`src/rtl/spi_rx_deser.sv`:
```
// SPI receive deserialiser: bit-serial to SIZE-bit word with Valid/Ack holding register.
// Optional sticky overrun flag is compiled in when SPIRX_OVERRUN_EN is defined.
module spi_rx_deser #(
    parameter int SIZE      = 8,
    parameter bit MSB_FIRST = 1'b1
) (
    input  logic            Clk,
    input  logic            Rst_n,
    input  logic            En,
    input  logic            SerIn,
    input  logic            Clr,
    input  logic            Ack,
    output logic [SIZE-1:0] DataOut,
    output logic            Valid,
    output logic            Busy,
    output logic            Overrun
);

    localparam int CW = (SIZE > 2) ? $clog2(SIZE) : 1;

    localparam logic [0:0] ST_IDLE  = 1'b0;
    localparam logic [0:0] ST_SHIFT = 1'b1;

    logic [CW-1:0]   cnt_reg;
    logic [CW-1:0]   cnt_next;
    logic [SIZE-2:0] sh_reg;
    logic [SIZE-2:0] sh_next;
    logic [SIZE-2:0] sh_keep;
    logic [SIZE-1:0] sh_full;
    logic [SIZE-1:0] data_reg;
    logic [SIZE-1:0] data_next;
    logic            valid_reg;
    logic            valid_next;
    logic            last_bit;
    logic            frame_done;
    logic [0:0]      state;

    // Only SIZE-1 bits of the shift register can ever hold data; the bit that
    // would be shifted out of the far end is never populated before completion.
    generate
        if (MSB_FIRST) begin : g_msb_first
            assign sh_full = {sh_reg, SerIn};
            assign sh_keep = sh_full[SIZE-2:0];
        end else begin : g_lsb_first
            assign sh_full = {SerIn, sh_reg};
            assign sh_keep = sh_full[SIZE-1:1];
        end
    endgenerate

    assign state      = (cnt_reg == '0) ? ST_IDLE : ST_SHIFT;
    assign last_bit   = (cnt_reg == CW'(SIZE - 1));
    assign frame_done = En & ~Clr & last_bit;

    always_comb begin
        cnt_next  = cnt_reg;
        sh_next   = sh_reg;
        data_next = data_reg;
        if (Clr) begin
            cnt_next = '0;
            sh_next  = '0;
        end else if (En) begin
            if (last_bit) begin
                cnt_next  = '0;
                sh_next   = '0;
                data_next = sh_full;
            end else begin
                cnt_next = cnt_reg + CW'(1);
                sh_next  = sh_keep;
            end
        end
    end

    // A completion in the same cycle as Ack wins: the Ack consumed the old word.
    always_comb begin
        valid_next = valid_reg;
        if (frame_done) begin
            valid_next = 1'b1;
        end else if (Ack) begin
            valid_next = 1'b0;
        end
    end

    always_ff @(posedge Clk or negedge Rst_n) begin
        if (!Rst_n) begin
            cnt_reg   <= '0;
            sh_reg    <= '0;
            data_reg  <= '0;
            valid_reg <= 1'b0;
        end else begin
            cnt_reg   <= cnt_next;
            sh_reg    <= sh_next;
            data_reg  <= data_next;
            valid_reg <= valid_next;
        end
    end

`ifdef SPIRX_OVERRUN_EN
    logic overrun_reg;
    logic overrun_next;

    always_comb begin
        overrun_next = overrun_reg;
        if (frame_done && valid_reg && !Ack) begin
            overrun_next = 1'b1;
        end else if (Ack) begin
            overrun_next = 1'b0;
        end
    end

    always_ff @(posedge Clk or negedge Rst_n) begin
        if (!Rst_n) begin
            overrun_reg <= 1'b0;
        end else begin
            overrun_reg <= overrun_next;
        end
    end

    assign Overrun = overrun_reg;
`else
    assign Overrun = 1'b0;
`endif

    assign DataOut = data_reg;
    assign Valid   = valid_reg;
    assign Busy    = (state == ST_SHIFT);

endmodule

```
`config.mk`:
```
export PLATFORM = sky130hd
export DESIGN_NAME = spi_rx_deser
export DESIGN_NICKNAME = d
export VERILOG_FILES = /design/src/rtl/spi_rx_deser.sv
export SDC_FILE = /design/constraint.sdc
export NUM_CORES = 1
export LEC_CHECK = 0
export BUFFER_PORTS_ARGS = -buffer_cell sky130_fd_sc_hd__buf_2
export CAP_MARGIN = 20
export CORE_ASPECT_RATIO = 0.7
export CORE_MARGIN = 2
export CORE_UTILIZATION = 33
export DETAILED_ROUTE_END_ITERATION = 8
export HOLD_SLACK_MARGIN = 0.03
export PLACE_DENSITY = 0.56
export SLEW_MARGIN = 20
export SYNTH_ARGS = -nofsm -noshare
export SYNTH_HDL_FRONTEND = slang
export SYNTH_SLANG_ARGS = --single-unit
```
`constraint.sdc`:
```
create_clock -name Clk -period 2 [get_ports Clk]
set_input_delay 0.1 -clock Clk [delete_from_list [all_inputs] [get_ports Clk]]
set_output_delay 0.1 -clock Clk [all_outputs]
set_load 0.02 [all_outputs]
```
==> run summary, run 1 <==
TritonCTS Buffers: 3
max-capacitance violation count: 0
period utilisation layout: 73.8%
critical path startpoint category: flip-flop
first-pass GRT wire length: 2500 um
initial drt markers: 7
kind of end point of the critical path: flip-flop
static leakage: 0.539 nW
num ports: 17
start of the worst register-to-register path: cnt_reg[0]
Final setup viols: 0
register-to-register setup slack: 520 ps
crit path max fanout: 9
Post-CTS Setup Bufs: 0
Root Driver: sky130_fd_sc_hd__clkbuf_8
Die Y: 47.0 um
total power density per cell area: 692 nW/um^2
Gates resized, CTS repair: 0
run status: complete, no violations
count of final max-slew check failures: 0
routed length per instance: 12.7 um
Mapped Area: 871 um^2
standard-cell row count: 15
layout-stage area growth over the synthesis result: 18.1%
total routing resource utilization after global routing: 11.7%
arrival time of the worst setup path: 1620 ps
CTS Hold Buffers Added: 2
DP HPWL: 1040 um
maximum number of pins on one net before global-route repair: 20
Register-to-Register Path Depth: 4
worst-case clock skew: 2.39 ps
total routed wirelength: 1540 um
Setup WS post-layout: 524 ps
post-CTS clock slew at the launch and capture registers of the worst setup and hold paths: 70 ps
max FFs per register: 8
post-route total power: 0.711 mW
antenna fix cells: 0
number of nets in the layout: 98
Post-Route Setup TNS: 0 ps
synthesized area per cell: 12.4 um^2
depth of the worst hold-timing path: 2
final weighted congestion in routability-driven placement: 0.738
count of buffers inserted at the top-level ports: 15
area of all placed cells without fillers: 1030 um^2
Clock Path Buffers: 2
clock insertion delay at the later pin of the skew report: 260 ps
TritonCTS clock tree: yes
via count of the first global-routing pass: 555
data required time of the critical path: 2150 ps
worst IR drop on VDD: 0.322 mV
Horiz. Die Dim: 65.4 um
highest achievable clock rate: 0.678 GHz
number of hold violations in the final report: 0
number of antenna violations at the first check in global routing: 0
setup repair after global routing missed its margin: false
proportion of synthesized chip area in sequential cells: 54.6%
overall via count from detail_route: 556
average via count per standard cell: 4.60
unique cell type count in the Yosys netlist: 16
number of fillers in the final layout: 276
Crit Path Class: flip-flop to flip-flop
GRT overflow: 0
post-route insts no fill: 121
post-placement cell count: 115
worst setup path endpoint: DataOut[2]
Synth Register Bits: 19
post-layout minimum cycle time: 1480 ps
number of instances in the synthesized netlist: 70
worst flop-to-flop path endpoint: DataOut[2]
die outline area: 3070 um^2
share of cells above drive strength 1: 33.3%
CORE AREA: 2480 um^2
Clock Sink Count: 19
path type of the worst min-delay path: input port to flip-flop
depth of the CTS H-tree: 1
post-route antenna net violation count: 0
Syn. warnings: 0
Core Util, Final: 41.5%
initial core utilization: 35.2%
syn_nets: 80
beginning of the critical path: cnt_reg[0]
post-detailed-route DRC marker count: 0
placement-stage cell area: 962 um^2
DP Worst Slack: 511 ps
Pre-Repair DR Iteration Count: 4
Worst Hold Margin: 108 ps
cells in the mapped netlist:
library cell | count | share of area [%]
sky130_fd_sc_hd__clkbuf_1 | 1 | 0.43
sky130_fd_sc_hd__nand3b_1 | 7 | 6.0
sky130_fd_sc_hd__mux2_2 | 8 | 10
sky130_fd_sc_hd__buf_4 | 3 | 2.6
sky130_fd_sc_hd__a21oi_1 | 7 | 4.0
sky130_fd_sc_hd__or3b_1 | 1 | 1.0
sky130_fd_sc_hd__mux2i_1 | 2 | 2.3
sky130_fd_sc_hd__a21oi_2 | 1 | 1.0
sky130_fd_sc_hd__inv_1 | 3 | 1.3
sky130_fd_sc_hd__dfrtp_1 | 19 | 55
sky130_fd_sc_hd__nor2_1 | 2 | 0.86
sky130_fd_sc_hd__o21ai_0 | 1 | 0.57
sky130_fd_sc_hd__ha_1 | 4 | 5.7
sky130_fd_sc_hd__nand3b_4 | 1 | 2.3
sky130_fd_sc_hd__nand2b_1 | 9 | 6.5
sky130_fd_sc_hd__conb_1 | 1 | 0.43
metal layers:
metal | part of all wire, % | up-vias | GRT usage, % | wire, um
met2 | 44 | 16 | 18.6 | 682
met4 | 2.3 | 0 | 7.50 | 36
met3 | 7.3 | 4 | 4.80 | 113
met1 | 46 | 269 | 13.5 | 708
li1 | - | 267 | - | -
met5 | 0 | - | 0 | 0
final cells by class:
type                       instances  area [um^2]  share of cell area, %
clock inverter                     1         5.00                  0.487
multi-input combinational         44          358                   34.8
timing repair buffer              17         95.1                   9.25
inverter                           3         11.3                   1.09
sequential                        19          475                   46.2
clock buffer                       3         41.3                   4.01
tap                               34         42.5                   4.14
cell families after synthesis:
kind of cell	count (synthesis)	share of synthesized area (%)
mux	10	12.6
buf+inv	7	4.31
flops	19	54.6
simple gates	20	16.7
other cells	1	0.431
compound gates	9	5.60
fa+ha+maj	4	5.75
worst min-delay path by stage:
stage	startpoint	to	slack, ps
6_report	SerIn	DataOut[0]	110
5_1_grt	SerIn	DataOut[0]	120
4_1_cts	SerIn	DataOut[0]	110
3_5_place_dp	Rst_n	DataOut[6]	60
3_3_place_gp	Rst_n	DataOut[7]	60
2_1_floorplan	Rst_n	DataOut[0]	-200
power by group:
part	internal [mW]	switching, mW
logic	0.0196	0.0309
clock network	0.139	0.128
registers	0.389	0.00454
total	0.548	0.164
worst max-delay path, cell delays in order (launching register included):
cell                       delay (ps)
sky130_fd_sc_hd__dfrtp_1          410
sky130_fd_sc_hd__ha_1             230
sky130_fd_sc_hd__ha_1             220
sky130_fd_sc_hd__nand3b_4         150
sky130_fd_sc_hd__mux2_2           350
cell usage in the layout, fill, tap and decap left out, drive strengths merged:
cell type    synthesis  final
dfrtp               19     19
clkbuf               1      3
mux2                 8      8
buf                  3     15
or3b                 1      1
ha                   4      4
nand3b               8      8
o21ai                1      1
clkinv               0      1
nand2b               9      9
mux2i                2      2
dlygate4sd3          0      2
nor2                 2      2
a21oi                8      8
conb                 1      1
inv                  3      3
Note: power is estimated with default switching activity, not from simulation.
==> inputs of run 2 (changes only) <==
--- a/config.mk
+++ b/config.mk
@@ -5,6 +5,7 @@
 export SDC_FILE = /design/constraint.sdc
 export NUM_CORES = 1
 export LEC_CHECK = 0
+export ABC_AREA = 1
 export BUFFER_PORTS_ARGS = -buffer_cell sky130_fd_sc_hd__buf_2
 export CAP_MARGIN = 20
 export CORE_ASPECT_RATIO = 0.7
@@ -12,7 +13,7 @@
 export CORE_UTILIZATION = 33
 export DETAILED_ROUTE_END_ITERATION = 8
 export HOLD_SLACK_MARGIN = 0.03
-export PLACE_DENSITY = 0.56
+export PLACE_DENSITY = 0.58
 export SLEW_MARGIN = 20
 export SYNTH_ARGS = -nofsm -noshare
 export SYNTH_HDL_FRONTEND = slang
==> constraint.sdc (replaced) <==
create_clock -name Clk -period 1.3 [get_ports Clk]
set_input_delay 0.065 -clock Clk [delete_from_list [all_inputs] [get_ports Clk]]
set_output_delay 0.065 -clock Clk [all_outputs]
set_load 0.02 [all_outputs]
==> run summary, run 2 <==
run status: complete, no violations
Core Util, Final: 43.3%
layout-stage area growth over the synthesis result: 21.3%
Mapped Area: 898 um^2
Post-CTS Setup Bufs: 0
post-layout minimum cycle time: 1230 ps
depth of the CTS H-tree: 1
Crit Path Class: flip-flop to primary output
standard-cell row count: 15
period utilisation layout: 94.8%
number of nets in the layout: 138
post-route total power: 1.12 mW
kind of end point of the critical path: primary output
TritonCTS Buffers: 3
count of buffers inserted at the top-level ports: 15
DP HPWL: 1260 um
highest achievable clock rate: 0.811 GHz
Clock Sink Count: 19
crit path max fanout: 3
post-CTS clock slew at the launch and capture registers of the worst setup and hold paths: 70 ps
antenna fix cells: 0
setup repair after global routing missed its margin: false
first-pass GRT wire length: 2900 um
max-capacitance violation count: 0
number of instances in the synthesized netlist: 107
count of final max-slew check failures: 0
Final setup viols: 0
path type of the worst min-delay path: input port to flip-flop
DP Worst Slack: -100 ps
ranking of synthesized cells by instance count: sky130_fd_sc_hd__nand2_1 (47), sky130_fd_sc_hd__dfrtp_1 (19), sky130_fd_sc_hd__inv_1 (12)
worst-case clock skew: 3.36 ps
Pre-Repair DR Iteration Count: 4
static leakage: 0.624 nW
area of all placed cells without fillers: 1090 um^2
Die Y: 47.7 um
placement-stage cell area: 1010 um^2
initial drt markers: 14
top-area cell type share of the netlist area: 52.9%
Syn. warnings: 0
highest-count cells in the layout ignoring fill and taps: sky130_fd_sc_hd__nand2_1 (47), sky130_fd_sc_hd__dfrtp_1 (19), sky130_fd_sc_hd__buf_2 (15), sky130_fd_sc_hd__inv_1 (12)
maximum number of pins on one net before global-route repair: 20
proportion of synthesized chip area in sequential cells: 52.9%
Worst Hold Margin: 91.1 ps
synthesized area per cell: 8.40 um^2
unique cell type count in the Yosys netlist: 15
number of fillers in the final layout: 258
Root Driver: sky130_fd_sc_hd__clkbuf_8
overall via count from detail_route: 692
top post-synthesis cells by area: sky130_fd_sc_hd__dfrtp_1 (53%), sky130_fd_sc_hd__nand2_1 (20%), sky130_fd_sc_hd__ha_1 (5.6%), sky130_fd_sc_hd__nand4_1 (5.6%), sky130_fd_sc_hd__inv_1 (5.0%)
critical path startpoint category: flip-flop
post-route antenna net violation count: 0
die outline area: 3160 um^2
dominant cell by count in the synthesized netlist: sky130_fd_sc_hd__nand2_1
initial core utilization: 35.7%
data required time of the critical path: 1240 ps
total routed wirelength: 1820 um
final weighted congestion in routability-driven placement: 0.752
TritonCTS clock tree: yes
beginning of the critical path: cnt_reg[0]
Synth async-reset ratio: 100%
arrival time of the worst setup path: 1170 ps
Clock Path Buffers: 2
top routing layer in use: met4
post-detailed-route DRC marker count: 0
worst IR drop on VDD: 0.531 mV
post-synthesis cell type with the largest combined area: sky130_fd_sc_hd__dfrtp_1
register-to-register setup slack: 110 ps
met3 wirelength from detailed routing: 86 um
via count of the first global-routing pass: 592
Setup WS post-layout: 67.5 ps
total routing resource utilization after global routing: 12.9%
syn_nets: 117
max FFs per register: 8
total power density per cell area: 1030 nW/um^2
met2 WL post-DR: 730 um
number of flops mapped to enable cells by yosys: 0
num ports: 17
Horiz. Die Dim: 66.4 um
commonest non-fill, non-tap cell in the layout: sky130_fd_sc_hd__nand2_1
start of the worst register-to-register path: cnt_reg[0]
number of hold violations in the final report: 0
Synth Register Bits: 19
clock insertion delay at the later pin of the skew report: 260 ps
share of cells above drive strength 1: 21.3%
average via count per standard cell: 4.30
HP Start: SerIn
CORE AREA: 2510 um^2
Metal-1 WL: 958 um
number of antenna violations at the first check in global routing: 0
main flop type after synthesis: sky130_fd_sc_hd__dfrtp_1
GRT overflow: 0
routed length per instance: 11.3 um
run 2: logic make-up (layout without fill, tap and decap cells):
group / count (synthesis) / after routing / share of synthesized area [%]
AND/OR/NAND/NOR: 66 / 66 / 32.5
flip-flops: 19 / 19 / 52.9
buffers and inverters: 16 / 36 / 8.08
adder cells (fa/ha/maj): 4 / 4 / 5.57
other: 1 / 1 / 0.417
AO/OA/AOI/OAI: 1 / 1 / 0.557
run 2: layer usage:
layer  vias up  track usage (%)
met2        14             18.4
met3         4             4.24
met1       310             18.0
met5         -                0
met4         0             6.12
li1        364                -
run 2: what timing repair did:
action | CTS | global route
hold buffers | 2 | 0
cloned | 0 | 0
resized for setup | 1 | 3
endpoints found under the setup margin | 9 | 15
endpoints found under the hold margin | 20 | 0
run 2: layout make-up:
class | count | area, um^2 | area share (%)
flip-flops and latches | 19 | 475 | 43.6
multi-input cells | 72 | 368 | 33.8
repair buffers | 19 | 110 | 10.1
inverters | 13 | 48.8 | 4.48
clock buffers | 4 | 45.0 | 4.13
well taps | 34 | 42.5 | 3.90
run 2: per-stage QoR:
stage               setup TNS [ps]  cells
floorplan                        0    107
global placement             -34.4    155
detailed placement            -739    155
CTS                              0    161
global route                     0    161
finish                           0    161
run 2: power by group:
part           internal (mW)  switching [mW]
combinational         0.0321          0.0628
clock                  0.218           0.200
sequential             0.600         0.00732
run 2: final timing paths:
kind | endpoint | depth (start not counted)
max | Busy | 5
min | DataOut[0] | 3
max reg2reg | DataOut[6] | 5
min reg2reg | DataOut[4] | 2
max in group asynchronous | DataOut[5] | 2
min in group asynchronous | DataOut[2] | 2
run 2: worst max-delay path, cell delays in order (launching register included):
cell and delay (ps):
sky130_fd_sc_hd__dfrtp_1 390, sky130_fd_sc_hd__buf_4 140, sky130_fd_sc_hd__inv_1 50, sky130_fd_sc_hd__ha_1 130
sky130_fd_sc_hd__nand2_1 40, sky130_fd_sc_hd__buf_2 150
==> inputs of run 3 (changes only) <==
--- a/config.mk
+++ b/config.mk
@@ -10,10 +10,10 @@
 export CAP_MARGIN = 20
 export CORE_ASPECT_RATIO = 0.7
 export CORE_MARGIN = 2
-export CORE_UTILIZATION = 33
+export CORE_UTILIZATION = 47
 export DETAILED_ROUTE_END_ITERATION = 8
 export HOLD_SLACK_MARGIN = 0.03
-export PLACE_DENSITY = 0.58
+export PLACE_DENSITY = 0.76
 export SLEW_MARGIN = 20
 export SYNTH_ARGS = -nofsm -noshare
 export SYNTH_HDL_FRONTEND = slang
==> run summary, run 3 (synthesis results as in run 2) <==
TritonCTS clock tree: yes
post-route antenna net violation count: 0
post-layout minimum cycle time: 1260 ps
dominant delay contributor by cell family on the critical path: flip-flops
area of the multi-input gates: 365 um^2
routed length per instance: 11.5 um
standard-cell row count: 13
first-pass GRT wire length: 2710 um
kind of end point of the critical path: primary output
Clock Path Buffers: 2
antenna fix cells: 0
Root Driver: sky130_fd_sc_hd__clkbuf_4
GRT overflow: 0
Setup WS post-layout: 37.9 ps
critical path startpoint category: flip-flop
Clock Sink Count: 19
Cell Int Power: 0.756 mW
number of fillers in the final layout: 171
logic gate share of total power: 10.1%
highest-count cells in the layout ignoring fill and taps: sky130_fd_sc_hd__nand2_1 (47), sky130_fd_sc_hd__dfrtp_1 (19), sky130_fd_sc_hd__buf_2 (14), sky130_fd_sc_hd__inv_1 (12)
worst-case clock skew: 2.89 ps
switching power of the nets: 0.244 mW
Seq. cell area: 475 um^2
via count of the first global-routing pass: 578
post-detailed-route DRC marker count: 0
CP bufs+invs: 3
Pre-Repair DR Iteration Count: 4
initial drt markers: 19
path type of the worst min-delay path: input port to flip-flop
maximum number of pins on one net before global-route repair: 20
total routing resource utilization after global routing: 16.9%
cell with the largest stage delay on the worst path: sky130_fd_sc_hd__dfrtp_1
final weighted congestion in routability-driven placement: 0.720
Die Y: 40.6 um
sequence of cells on the critical path: buf_4 -> inv_1 -> ha_1 -> nand2_1 -> buf_6
largest stage delay on the critical path: 390 ps
setup repair after global routing missed its margin: true
TritonCTS Buffers: 3
Reg power frac: 60.7%
highest achievable clock rate: 0.792 GHz
Horiz. Die Dim: 56.3 um
Post-CTS Setup Bufs: 0
depth of the CTS H-tree: 1
post-route insts no fill: 149
post-CTS clock slew at the launch and capture registers of the worst setup and hold paths: 100 ps
commonest non-fill, non-tap cell in the layout: sky130_fd_sc_hd__nand2_1
worst IR drop on VDD: 0.803 mV
average via count per standard cell: 4.68
share of cells above drive strength 1: 20.5%
DP HPWL: 1250 um
max FFs per register: 8
run status: complete, no violations
data required time of the critical path: 1240 ps
count of buffers inserted at the top-level ports: 15
CORE AREA: 1820 um^2
overall via count from detail_route: 697
switching fraction of total power: 24.4%
num ports: 17
number of antenna violations at the first check in global routing: 0
DP Worst Slack: -55.0 ps
die outline area: 2280 um^2
Crit Path Class: flip-flop to primary output
period utilisation layout: 97.1%
number of nets in the layout: 138
clock insertion delay at the later pin of the skew report: 290 ps
max-capacitance violation count: 0
arrival time of the worst setup path: 1200 ps
crit path max fanout: 3
total power density per cell area: 943 nW/um^2
layout-stage area growth over the synthesis result: 18.0%
total routed wirelength: 1720 um
initial core utilization: 49.3%
clock share of power: 29.2%
post-placement cell count: 143
Final setup viols: 0
number of hold violations in the final report: 0
count of final max-slew check failures: 0
static leakage: 0.621 nW
run 3: worst paths after layout:
path | startpoint | endpoint | slack, ps | cells after the start
worst max-delay path | cnt_reg[0] | Busy | 40 | 5
worst min-delay path | SerIn | DataOut[0] | 50 | 3
worst max register to register | cnt_reg[0] | Valid | 110 | 4
worst min register to register | DataOut[6] | DataOut[6] | 480 | 2
max in group asynchronous | Rst_n | DataOut[6] | 770 | 2
min in group asynchronous | Rst_n | DataOut[0] | 230 | 2
run 3: power groups by stage:
stage               clock [mW]  sequential (mW)  combinational [mW]
global route             0.335            0.608               0.113
floorplan                    0            0.618              0.0522
CTS                      0.302            0.606              0.0942
finish                   0.292            0.607               0.101
global placement             0            0.617              0.0883
detailed placement           0            0.618              0.0898
run 3: worst min-delay path, cell delays in order:
cell and delay, ps:
sky130_fd_sc_hd__buf_2 110, sky130_fd_sc_hd__nand4_1 90, sky130_fd_sc_hd__nand2_1 60
run 3: cell type report:
class                      count  share of cell area, %
multi-input combinational     72                   34.5
tap                           22                   2.60
inverter                      13                   4.60
timing repair buffer          19                   11.0
sequential                    19                   44.9
clock buffer                   4                   2.48
run 3: layer usage:
layer  GRT usage (%)  share of wire [%]  up-vias
met4            3.57               0.47        0
li1                -                  -      366
met1            21.9                 50      315
met2            27.1                 44       14
met3            7.10                5.8        2
met5               0                  0        -
run 3: through the flow:
step                      total power, mW  hold WS, ps  utilization, %  instance area (um^2)  TNS, ps
after floorplan                     0.670         -231               -                   898        0
after global placement              0.706         22.8            54.5                   992        0
after detailed placement            0.707         27.7            54.5                   992     -390
after CTS                            1.00         48.5            57.1                  1040        0
after global routing                 1.06         63.9            58.2                  1060    -37.3
final                                1.00         54.5            58.2                  1060        0
run 3: timing repair:
item | in CTS | in global routing
endpoints found under the setup margin | 9 | 15
gates resized for setup | 1 | 4
hold buffers | 2 | 0
endpoints found under the hold margin | 20 | 0
